File: config.mk
export PLATFORM = sky130hd
export DESIGN_NAME = uart_trx
export DESIGN_NICKNAME = d
export VERILOG_FILES = /design/src/rtl/uart_trx_pkg.sv /design/src/rtl/uart_trx_tick.sv /design/src/rtl/uart_trx.sv
export SDC_FILE = /design/constraint.sdc
export NUM_CORES = 1
export LEC_CHECK = 0
export CAP_MARGIN = 0
export CORE_MARGIN = 2
export CORE_UTILIZATION = 30
export CTS_CLUSTER_DIAMETER = 60
export CTS_CLUSTER_SIZE = 12
export DETAILED_ROUTE_END_ITERATION = 8
export PLACE_DENSITY = 0.46
export SETUP_SLACK_MARGIN = 0.2
export SLEW_MARGIN = 30
export SYNTH_ARGS = -nofsm -noshare
export SYNTH_HDL_FRONTEND = slang
export SYNTH_SLANG_ARGS = --single-unit
File: constraint.sdc
create_clock -name main_clk_i -period 2.5 [get_ports main_clk_i]
set_input_delay 0.625 -clock main_clk_i [delete_from_list [all_inputs] [get_ports main_clk_i]]
set_output_delay 0.625 -clock main_clk_i [all_outputs]
set_load 0.1 [all_outputs]
File: src/rtl/uart_trx_pkg.sv
// Shared types and constants for the uart_trx full-duplex UART.
// Both FSM states are collected in dbg_t so they can be observed from outside.
package uart_trx_pkg;

  localparam int OVS         = 16;
  localparam int SAMPLE_TICK = 7;

  typedef enum logic [1:0] {
    PAR_NONE     = 2'd0,
    PAR_EVEN     = 2'd1,
    PAR_ODD      = 2'd2,
    PAR_NONE_ALT = 2'd3
  } parity_e;

  typedef enum logic [2:0] {
    TX_IDLE, TX_START, TX_DATA, TX_PARITY, TX_STOP
  } tx_state_e;

  typedef enum logic [2:0] {
    RX_IDLE, RX_START, RX_DATA, RX_PARITY, RX_STOP
  } rx_state_e;

  typedef struct packed {
    tx_state_e tx_state;
    rx_state_e rx_state;
  } dbg_t;

  function automatic logic parity_en(parity_e p);
    return (p == PAR_EVEN) || (p == PAR_ODD);
  endfunction

endpackage

File: src/rtl/uart_trx_tick.sv
// Oversample tick divider: fires when count equals the latched divider, then wraps.
// clr_i restarts the count and latches a new divider value.
module uart_trx_tick #(
  parameter int DIV_WIDTH = 16
) (
  input  logic                 clk_i,
  input  logic                 rst_an_i,
  input  logic                 clr_i,
  input  logic [DIV_WIDTH-1:0] div_i,
  output logic                 tick_o
);

  logic [DIV_WIDTH-1:0] cnt_q;
  logic [DIV_WIDTH-1:0] div_q;

  assign tick_o = (cnt_q == div_q);

  always_ff @(posedge clk_i or negedge rst_an_i) begin
    if (!rst_an_i) begin
      cnt_q <= '0;
      div_q <= '0;
    end else if (clr_i) begin
      cnt_q <= '0;
      div_q <= div_i;
    end else if (tick_o) begin
      cnt_q <= '0;
    end else begin
      cnt_q <= cnt_q + 1'b1;
    end
  end

endmodule

File: src/rtl/uart_trx.sv
// Full-duplex UART with per-frame latched config, parity/stop modes and rx error flags.
// Streams: a word moves when valid & ready are both high on a clock edge; valid never waits on ready.
module uart_trx
  import uart_trx_pkg::*;
#(
  parameter int DATA_WIDTH = 8,
  parameter int DIV_WIDTH  = 16
) (
  input  logic                  main_clk_i,
  input  logic                  main_rst_an_i,
  input  logic [DIV_WIDTH-1:0]  cfg_div_i,
  input  logic [1:0]            cfg_parity_i,
  input  logic                  cfg_stop2_i,
  input  logic [DATA_WIDTH-1:0] tx_data_i,
  input  logic                  tx_valid_i,
  output logic                  tx_ready_o,
  output logic [DATA_WIDTH-1:0] rx_data_o,
  output logic                  rx_valid_o,
  input  logic                  rx_ready_i,
  output logic                  rx_parity_err_o,
  output logic                  rx_frame_err_o,
  output logic                  rx_overrun_o,
  input  logic                  rxd_i,
  output logic                  txd_o,
  output logic                  busy_o,
  output dbg_t                  dbg_o
);

  parity_e cfg_par;
  assign cfg_par = parity_e'(cfg_parity_i);

  // ---------------- transmitter ----------------
  tx_state_e             tx_state_q, tx_state_d;
  logic [DATA_WIDTH-1:0] tx_shift_q;
  logic [3:0]            tx_ovs_q, tx_bit_q;
  logic                  tx_par_bit_q, tx_par_en_q, tx_stop2_q, txd_q, tx_line;
  logic                  tx_tick, tx_accept, tx_bit_end;

  assign tx_ready_o = (tx_state_q == TX_IDLE);
  assign tx_accept  = tx_valid_i & tx_ready_o;
  assign tx_bit_end = tx_tick & (tx_ovs_q == 4'(OVS - 1));

  uart_trx_tick #(.DIV_WIDTH(DIV_WIDTH)) u_tx_tick (
    .clk_i(main_clk_i), .rst_an_i(main_rst_an_i), .clr_i(tx_accept),
    .div_i(cfg_div_i), .tick_o(tx_tick)
  );

  always_comb begin
    tx_state_d = tx_state_q;
    tx_line    = 1'b1;
    case (tx_state_q)
      TX_IDLE:   if (tx_accept) tx_state_d = TX_START;
      TX_START: begin
        tx_line = 1'b0;
        if (tx_bit_end) tx_state_d = TX_DATA;
      end
      TX_DATA: begin
        tx_line = tx_shift_q[0];
        if (tx_bit_end && tx_bit_q == 4'(DATA_WIDTH - 1))
          tx_state_d = tx_par_en_q ? TX_PARITY : TX_STOP;
      end
      TX_PARITY: begin
        tx_line = tx_par_bit_q;
        if (tx_bit_end) tx_state_d = TX_STOP;
      end
      TX_STOP:   if (tx_bit_end && (!tx_stop2_q || tx_bit_q == 4'd1)) tx_state_d = TX_IDLE;
      default:   tx_state_d = TX_IDLE;
    endcase
  end

  // txd is the line value registered one clock behind the state, so it falls the clock after accept.
  always_ff @(posedge main_clk_i or negedge main_rst_an_i) begin
    if (!main_rst_an_i) begin
      tx_state_q   <= TX_IDLE;
      txd_q        <= 1'b1;
      tx_shift_q   <= '0;
      tx_ovs_q     <= '0;
      tx_bit_q     <= '0;
      tx_par_bit_q <= 1'b0;
      tx_par_en_q  <= 1'b0;
      tx_stop2_q   <= 1'b0;
    end else begin
      tx_state_q <= tx_state_d;
      txd_q      <= tx_line;
      if (tx_accept) begin
        tx_shift_q   <= tx_data_i;
        tx_ovs_q     <= '0;
        tx_bit_q     <= '0;
        tx_par_bit_q <= (^tx_data_i) ^ (cfg_par == PAR_ODD);
        tx_par_en_q  <= parity_en(cfg_par);
        tx_stop2_q   <= cfg_stop2_i;
      end else if (tx_tick && tx_state_q != TX_IDLE) begin
        tx_ovs_q <= tx_ovs_q + 4'd1;
        if (tx_bit_end) begin
          tx_bit_q <= (tx_state_d != tx_state_q) ? 4'd0 : tx_bit_q + 4'd1;
          if (tx_state_q == TX_DATA) tx_shift_q <= tx_shift_q >> 1;
        end
      end
    end
  end

  assign txd_o = txd_q;

  // ---------------- receiver ----------------
  rx_state_e             rx_state_q, rx_state_d;
  logic                  rx_s1_q, rx_s2_q, rx_s3_q;
  logic [DATA_WIDTH-1:0] rx_shift_q, rx_data_q;
  logic [3:0]            rx_ovs_q, rx_bit_q;
  logic                  rx_par_q, rx_par_en_q, rx_odd_q;
  logic                  rx_valid_q, rx_perr_q, rx_ferr_q, rx_ovr_q, busy_q;
  logic                  rx_tick, rx_fall, rx_start, rx_sample, rx_bit_end, rx_done;

  assign rx_fall    = rx_s3_q & ~rx_s2_q;
  assign rx_start   = (rx_state_q == RX_IDLE) & rx_fall;
  assign rx_sample  = rx_tick & (rx_ovs_q == 4'(SAMPLE_TICK));
  assign rx_bit_end = rx_tick & (rx_ovs_q == 4'(OVS - 1));

  uart_trx_tick #(.DIV_WIDTH(DIV_WIDTH)) u_rx_tick (
    .clk_i(main_clk_i), .rst_an_i(main_rst_an_i), .clr_i(rx_start),
    .div_i(cfg_div_i), .tick_o(rx_tick)
  );

  always_comb begin
    rx_state_d = rx_state_q;
    rx_done    = 1'b0;
    case (rx_state_q)
      RX_IDLE:   if (rx_fall) rx_state_d = RX_START;
      RX_START: begin
        if (rx_sample && rx_s2_q) rx_state_d = RX_IDLE;
        else if (rx_bit_end)      rx_state_d = RX_DATA;
      end
      RX_DATA:   if (rx_bit_end && rx_bit_q == 4'(DATA_WIDTH - 1))
                   rx_state_d = rx_par_en_q ? RX_PARITY : RX_STOP;
      RX_PARITY: if (rx_bit_end) rx_state_d = RX_STOP;
      RX_STOP: begin
        if (rx_sample) begin
          rx_done    = 1'b1;
          rx_state_d = RX_IDLE;
        end
      end
      default:   rx_state_d = RX_IDLE;
    endcase
  end

  always_ff @(posedge main_clk_i or negedge main_rst_an_i) begin
    if (!main_rst_an_i) begin
      rx_s1_q <= 1'b1;
      rx_s2_q <= 1'b1;
      rx_s3_q <= 1'b1;
    end else begin
      rx_s1_q <= rxd_i;
      rx_s2_q <= rx_s1_q;
      rx_s3_q <= rx_s2_q;
    end
  end

  always_ff @(posedge main_clk_i or negedge main_rst_an_i) begin
    if (!main_rst_an_i) begin
      rx_state_q  <= RX_IDLE;
      rx_shift_q  <= '0;
      rx_ovs_q    <= '0;
      rx_bit_q    <= '0;
      rx_par_q    <= 1'b0;
      rx_par_en_q <= 1'b0;
      rx_odd_q    <= 1'b0;
    end else begin
      rx_state_q <= rx_state_d;
      if (rx_start) begin
        rx_ovs_q    <= '0;
        rx_bit_q    <= '0;
        rx_par_en_q <= parity_en(cfg_par);
        rx_odd_q    <= (cfg_par == PAR_ODD);
      end else if (rx_tick && rx_state_q != RX_IDLE) begin
        rx_ovs_q <= rx_ovs_q + 4'd1;
        if (rx_sample && rx_state_q == RX_DATA)   rx_shift_q <= {rx_s2_q, rx_shift_q[DATA_WIDTH-1:1]};
        if (rx_sample && rx_state_q == RX_PARITY) rx_par_q   <= rx_s2_q;
        if (rx_bit_end) rx_bit_q <= (rx_state_d != rx_state_q) ? 4'd0 : rx_bit_q + 4'd1;
      end
    end
  end

  // A ready in the completion cycle frees the slot, so the new word loads instead of overrunning.
  always_ff @(posedge main_clk_i or negedge main_rst_an_i) begin
    if (!main_rst_an_i) begin
      rx_data_q  <= '0;
      rx_valid_q <= 1'b0;
      rx_perr_q  <= 1'b0;
      rx_ferr_q  <= 1'b0;
      rx_ovr_q   <= 1'b0;
      busy_q     <= 1'b0;
    end else begin
      rx_ovr_q <= 1'b0;
      busy_q   <= (tx_state_d != TX_IDLE) | (rx_state_d != RX_IDLE);
      if (rx_done) begin
        if (rx_valid_q && !rx_ready_i) begin
          rx_ovr_q <= 1'b1;
        end else begin
          rx_data_q  <= rx_shift_q;
          rx_valid_q <= 1'b1;
          rx_perr_q  <= rx_par_en_q & (rx_par_q ^ (^rx_shift_q) ^ rx_odd_q);
          rx_ferr_q  <= ~rx_s2_q;
        end
      end else if (rx_valid_q && rx_ready_i) begin
        rx_valid_q <= 1'b0;
      end
    end
  end

  assign rx_data_o       = rx_data_q;
  assign rx_valid_o      = rx_valid_q;
  assign rx_parity_err_o = rx_perr_q;
  assign rx_frame_err_o  = rx_ferr_q;
  assign rx_overrun_o    = rx_ovr_q;
  assign busy_o          = busy_q;
  assign dbg_o           = '{tx_state: tx_state_q, rx_state: rx_state_q};

endmodule

# Word level (Yosys, flattened, before mapping)
# Index checks and enable logic that the tools add are counted.
op_classes:
  addsub: 6
  eq_ne: 21
  mux: 43
  bitwise: 14
  n_reduce_logical: 35
ops:
  columns: ["op", "count"]
  rows:
  - ["$mux 16", 4]
  - ["$mux 4", 12]
  - ["$mux 3", 13]
  - ["$add 16x1->16 const B", 2]
  - ["$eq 16x16->1", 2]
  - ["$mux 8", 4]
  - ["$pmux 3 s5", 2]
  - ["$add 4x1->4 const B", 4]
  - ["$reduce_xor 8->1", 2]
  - ["$eq 3x2->1 const B", 4]
  - ["$eq 4x3->1 const B", 3]
  - ["$reduce_bool 2->1", 6]
  - ["$reduce_bool 3->1", 4]
  - ["$logic_and 1x1->1", 10]
  - ["$reduce_and 3->1", 3]
  - ["$eq 4x4->1 const B", 2]
  - ["$reduce_and 2->1", 4]
  - ["$and 1x1->1", 7]
  - ["$mux 1", 7]
  - ["$eq 3x1->1 const B", 2]
  - ["$eq 3x3->1 const B", 2]
  - ["$logic_not 3->1", 2]
  - ["$ne 3x3->1", 2]
  - ["$eq 4x1->1 const B", 1]
  - ["9 further kinds", 15]
totals:
  register_bits: 125
  inputBits: 32
  out_inout_bits: 21
  wordCells: 147

# Depth between registers and ports, before layout
# Gate-level depths: netlist of the first run.
logic_depth:
  ltp_word: 10
  ltp_mapped: 8
  ltp_nobuf: 8

# Cells and area by module
# From an unflattened synthesis of the first run, not the netlist that was laid out.
unflattened:
  hier_cells: 532
  hier_area_um2: 6029.5
modules_own_cells:
  columns: ["module", "n_inst", "cells_per_inst", "area_each_um2", "seq_area_each_um2"]
  rows:
  - ["uart_trx_tick", 2, 133, 1539.0, 800.8]
  - ["uart_trx", 1, 266, 2951.6, 1531.5]

# Worst setup path before layout of the first run
# Ideal clock, no wire load.
synth_timing:
  kind: "register to register"
  from: "register tx_state_q[0]"
  to: "register u_tx_tick.cnt_q[11]"
  setup_time_ps: 132
  t_arrival_ps: 4522
  required_ps: 2368
  setup_slack_ps: -2154
  path_stages_with_launch: 7
  path_buffers: 2
  synth_period_minus_slack_ps: 4654
  cell_sequence: "dfrtp_1 buf_2 nor3_1 nand2_1 nand2_1 clkbuf_1 nor2_1"
synth_via:
  elab_chain_len: 3
synth_rtl:
  columns: ["element", "line_no", "source"]
  rows:
  - ["start: declaration", "uart_trx.sv:33", "tx_state_e tx_state_q, tx_state_d;"]
  - ["start signal: assignment", "uart_trx.sv:83", "tx_state_q <= tx_state_d;"]
  - ["$logic_not 3->1", "uart_trx.sv:39", "assign tx_ready_o = (tx_state_q == TX_IDLE);"]
  - ["named net tx_ready_o", "uart_trx.sv:16", "output logic tx_ready_o,"]
  - ["$and 1x1->1", "uart_trx.sv:40", "assign tx_accept = tx_valid_i & tx_ready_o;"]
  - ["$mux 16", "uart_trx_tick.sv:22", "end else if (clr_i) begin"]
  - ["end signal: assignment", "uart_trx_tick.sv:28", "cnt_q <= cnt_q + 1'b1;"]
  - ["end: declaration", "uart_trx_tick.sv:13", "logic [DIV_WIDTH-1:0] cnt_q;"]
# The timed path passes the listed nets, and every way through them passes these cells.
# A chain may end at the register's enable or synchronous reset.

# Worst setup path in the final report of the first run
layout_timing:
  from: "register u_tx_tick.div_q[12]"
  to: "register tx_bit_q[3]"
layout_via:
  elab_chain_len: 10
  elab_cells_between_ends: 18
  cone_classes: "2 x eq/ne; 9 x mux; 1 x bitwise; 6 x reduce/logical"
layout_rtl:
  columns: ["element", "line_no", "source"]
  rows:
  - ["start: declaration", "uart_trx_tick.sv:14", "logic [DIV_WIDTH-1:0] div_q;"]
  - ["start signal: assignment", "uart_trx_tick.sv:24", "div_q <= div_i;"]
  - ["$eq 16x16->1 *", "uart_trx_tick.sv:16", "assign tick_o = (cnt_q == div_q);"]
  - ["$and 1x1->1", "uart_trx.sv:41", "assign tx_bit_end = tx_tick & (tx_ovs_q == 4'(OVS - 1));"]
  - ["$logic_and 1x1->1, on equally long branches", "uart_trx.sv:66, uart_trx.sv:59", null]
  - ["$mux 3, on equally long branches", "uart_trx.sv:66, uart_trx.sv:59", null]
  - ["$pmux 3 s5", "uart_trx.sv:51", "case (tx_state_q)"]
  - ["$ne 3x3->1", "uart_trx.sv:95", "tx_bit_q <= (tx_state_d != tx_state_q) ? 4'd0 : tx_bit_q + 4'd1;"]
  - ["$mux 4", "uart_trx.sv:95", null]
  - ["$mux 4", "uart_trx.sv:94", "if (tx_bit_end) begin"]
  - ["$mux 4", "uart_trx.sv:92", "end else if (tx_tick && tx_state_q != TX_IDLE) begin"]
  - ["$mux 4", "uart_trx.sv:85", "if (tx_accept) begin"]
  - ["end signal: assignment", "uart_trx.sv:95", null]
  - ["end: declaration", "uart_trx.sv:35", "logic [3:0] tx_ovs_q, tx_bit_q;"]
# Mark *: on every way between the ends. The rest lies on a longest branch, timed or not. The select of a mux whose other input is x is not followed.

==> results of run 1 <==
-- repair_timing --
item                                    4_1_cts  5_1_grt
resized for setup                            10       12
endpoints found under the hold margin         0        0
pin swaps                                     6       13
endpoints found under the setup margin       17       55
buffers inserted                              3        5
-- registers in the layout, indices dropped and copies added (netlist names), 3 cells and up --
| register | count |
|---|---|
| u_rx_tick.div_q | 16 |
| u_tx_tick.cnt_q | 16 |
| rx_bit_q | 4 |
| rx_shift_q | 8 |
| rx_data_o | 8 |
| tx_state_q | 3 |
| tx_ovs_q | 4 |
| rx_state_q | 3 |
| tx_bit_q | 4 |
| rx_ovs_q | 4 |
| u_rx_tick.cnt_q | 16 |
| u_tx_tick.div_q | 16 |
| tx_shift_q | 8 |
-- per-stage QoR --
| step | hold WS (ns) | util, % | setup TNS [ns] | power [mW] | cells |
|---|---|---|---|---|---|
| CTS | 0.2389 | 38.96 | 0 | 6.324 | 946 |
| global route | 0.2521 | 39.37 | 0 | 6.666 | 951 |
| floorplan | 0.3294 | - | -0.3174 | 3.318 | 586 |
| detailed placement | 0.3491 | 35.48 | -0.06055 | 3.693 | 911 |
| global placement | 0.3481 | 35.48 | -0.008209 | 3.680 | 911 |
| finish | 0.2200 | 39.37 | 0 | 6.301 | 951 |
-- where the power goes --
group,switching (mW),total [mW],leakage (nW),internal [mW]
sequential,0.317,2.67,1.63,2.35
clock,0.961,2.56,0.292,1.59
combinational,0.582,1.08,1.68,0.494
-- final cells by class --
class	count	area share [%]
tap	265	4.341
clock buffer	18	5.750
multi-input combinational	438	36.34
inverter	8	0.3932
sequential	125	41.15
clock inverter	14	2.195
timing repair buffer	83	9.830
-- routing by layer --
layer  global-route usage (%)  vias up  part of all wire, %
met5                        0        -                    0
met3                    3.444       24                  2.3
met1                    18.84     2153                   46
li1                         -     2135                    -
met4                    5.927        0                  2.4
met2                    25.77       63                   49
-- cells in the final DEF (no fill, tap or decap), drive strengths merged, types with 4 or more instances in the layout --
| cell | n |
|---|---|
| xor2 | 52 |
| xnor2 | 26 |
| a31oi | 5 |
| nand3 | 20 |
| nor3 | 12 |
| mux2i | 11 |
| o21ai | 18 |
| or3 | 5 |
| nand2b | 6 |
| clkinv | 6 |
| dfstp | 4 |
| a21oi | 7 |
| clkdlybuf4s50 | 30 |
| nor2 | 54 |
| inv | 10 |
| buf | 53 |
| nand4 | 6 |
| nor4 | 8 |
| nand2 | 144 |
| clkbuf | 18 |
| and3 | 7 |
| ha | 8 |
| dfrtp | 121 |
| mux2 | 18 |
-- final timing paths --
path / startpoint / endpoint / cells after the start / slack (ns)
worst max-delay path: u_tx_tick.div_q[12] / tx_bit_q[3] / 9 / 0.18
worst min-delay path: main_rst_an_i / tx_bit_q[3] / 1 / 0.22
worst max register to register: u_tx_tick.div_q[12] / tx_bit_q[3] / 9 / 0.18
worst min register to register: rx_s1_q / rx_s2_q / 0 / 0.35
max in group asynchronous: main_rst_an_i / rx_s1_q / 2 / 1.53
min in group main_clk_i: rx_s1_q / rx_s2_q / 0 / 0.35
-- worst reg2reg max path, cell delays in order (launching register included) --
cell and delay, ns:
dfrtp_1 0.41, xor2_1 0.16, nor4_2 0.33, buf_4 0.16, nand4_1 0.16, buf_6 0.19, or2_4 0.26, nor3_4 0.28
a41oi_2 0.14, a31oi_1 0.15
-- cell families after synthesis --
logic type                 synth area share [%]
and+or+nand+nor                           21.26
DFF                                       52.96
xor gates and xnor gates                  11.55
AOI/OAI and AO/OA                         5.140
muxes                                     5.669
buffers and inverters                     1.734
adders and majority gates                 1.692
==> results.md, run 1 <==
Outcome:
- The flow ran to the end, and the final reports show no timing, DRC or antenna violations.

Critical path:
- The buffers plus inverters on the worst setup path is 2.
- The largest individual stage delay along the critical path comes from the cell dfrtp_1.
- The stage delay of the slowest cell on the critical path is approximately 0.41 ns.
- The critical path goes through xor2_1 -> nor4_2 -> buf_4 -> nand4_1 -> buf_6 -> or2_4 -> nor3_4 -> a41oi_2 -> a31oi_1.
- For the worst setup path, the data arrival time is 2.66 ns.
- The critical-path maximum fanout is 6.
- The worst setup path is captured at a register.
- STA classifies the critical path startpoint as a register.
- STA puts the critical path data required time at 2.84 ns.
- The kind of cell with the highest combined delay along the critical path is simple AND/OR/NAND/NOR gates.
- The critical path start-end classification is register to register.

Clocking:
- TritonCTS built the clock tree.
- The clock tree synthesis step divided the H-tree into 4 levels.
- The TritonCTS buffer count is 17.
- The count of hold-fix buffers inserted at cts is 0.
- The clock drives 125 sinks.
- The clock-pin slew on the worst setup and hold paths is ~0.06 ns.
- The worst-skew pair later-pin latency is between 0.4 and 0.5 ns.
- The root buffer cell chosen for the clock tree is clkbuf_16.
- The maximum count of clock buffers along a single path is 2.

Synthesis:
- Counting flops with a built-in enable in the synthesized netlist gives 0.
- nand2_1 is the most common cell in the netlist.
- Yosys printed 0 warnings.
- Summing every instance area after synthesis gives slightly below 6000 sq um.
- The async set-reset flop share out of synthesis is 100.0%.
- After synthesis, the most frequently instantiated cells are nand2_1 (144), dfrtp_1 (121), nor2_1 (54).
- The count of cell types in the netlist is 57.
- The sequential area share after synthesis is between 50% and 60%.
- The flop and latch count out of synthesis is about 130.
- Ranked by total cell area, the synthesized netlist is headed by dfrtp_1 (51%), nand2_1 (9.1%), xor2_1 (7.7%), xnor2_1 (3.8%), nor2_1 (3.4%).
- Summed over all instances, the cell type with the most area after synthesis is dfrtp_1.
- The number of nets produced by synthesis is about 630.
- The share of Yosys cell area claimed by the top area cell type is approximately half.
- In the synthesized netlist the dominant register cell turns out to be dfrtp_1.
- Synthesis produced a netlist whose cell count is 586.
- The average cell area after synthesis is 10.10 sq um.

Power and ir drop:
- In this run the power density over the cells is between 800 and 900 nW/um^2.
- The worst-case IR drop observed on VDD is 0.0005441 V.
- The leakage dissipation is between 3 and 4 nW.

Finish:
- The synthesis-to-layout area growth is 29.10%.
- The area of all placed cells without fillers is ~7600 sq um.
- The area occupied by multi-input gates is between 2000 and 3000 sq um.
- After the last flow step, the layout net total stands at approximately 700.
- Registers take about 3100 sq um.
- The fraction of layout instances using a drive strength above 1 is between 20% and 30%.
- 0 antenna diodes ended up in the layout.
- The layout has about 2000 filler cells.

Die:
- For this configuration, the core starts out at a cell density of 30.50%.
- The row count is 51.
- The count of boundary I/O pins is 53.
- The floorplan die width is between 100 and 150 um.
- The die boundary height is between 100 and 150 um.
- The area of the die is roughly 21000 sq um.
- The total area inside the core boundary comes to about 19000 sq um.

Drt:
- In this run the remaining antenna-violating nets after routing total 0.
- The total length of routed wires is about 15000 um.
- Summing over every cut layer, the via total after detailed routing is ~4400.
- The first detailed-routing pass took 4 iterations.
- The detailed router's first-iteration violation count is around 250.
- The routed via count divided by cell count is approximately 4.6.
- After detailed routing, the average wire length per cell comes to ~15 um.
- In the routed design, unresolved DRC markers number 0.

Global route:
- The number of global-route vias before repair is 4647.
- The first global-routing pass estimated approximately 24000 um of wire.
- The number of antenna violations at the first check in global routing was 0.
- Global routing finished with a remaining overflow of 0.
- In the global route stage, overall resource usage came out at approximately 15%.
- Entering global routing, the biggest net connects between 40 and 50 pins.

Timing:
- The number of hold-slack violations in the final timing report came to 0.
- Subtracting the final worst setup slack from the clock period gives about 2.3 ns.
- The setup slack of the critical path after layout is 0.1834 ns.
- Setup repair after global routing could not meet its margin everywhere.
- For the pin with the worst max-slew slack, the measured transition is 0.6300 ns.
- The number of pins with negative max-slew slack in the final report was 0.
- In the finished design, the share of the clock period the worst path needs comes to between 90% and 100%.
- Setup violations remaining at the end of the flow were counted as 0.
- Measured against its own limit, the worst slew margin works out to between 50% and 60%.
- The achievable frequency is between 400 and 500 MHz.
- The clock arrives with between 0.008 and 0.009 ns of skew.

Place:
- The weighted congestion at the end of routability-driven global placement is between 0.8 and 0.9.
- OpenSTA, run right after detailed placement, puts the worst setup slack at -0.05370 ns.
- The count of buffers from port buffering is 52.
- Summing all placed instances gives a cell area of just under 7000 sq um.
- The estimated wirelength of the detail-placed design is 10310 um.

Run:
- Max-cap violations in this run came to 0.

Min path:
- The worst min-delay path category is primary input to async pin.
Note: power is estimated with default switching activity, not from simulation.
==> run 2: changes to the inputs <==
GPL_ROUTABILITY_DRIVEN = 0   (was default)
==> results of run 2 <==
The final DEF is identical to that of run 1; final timing and power are the same.
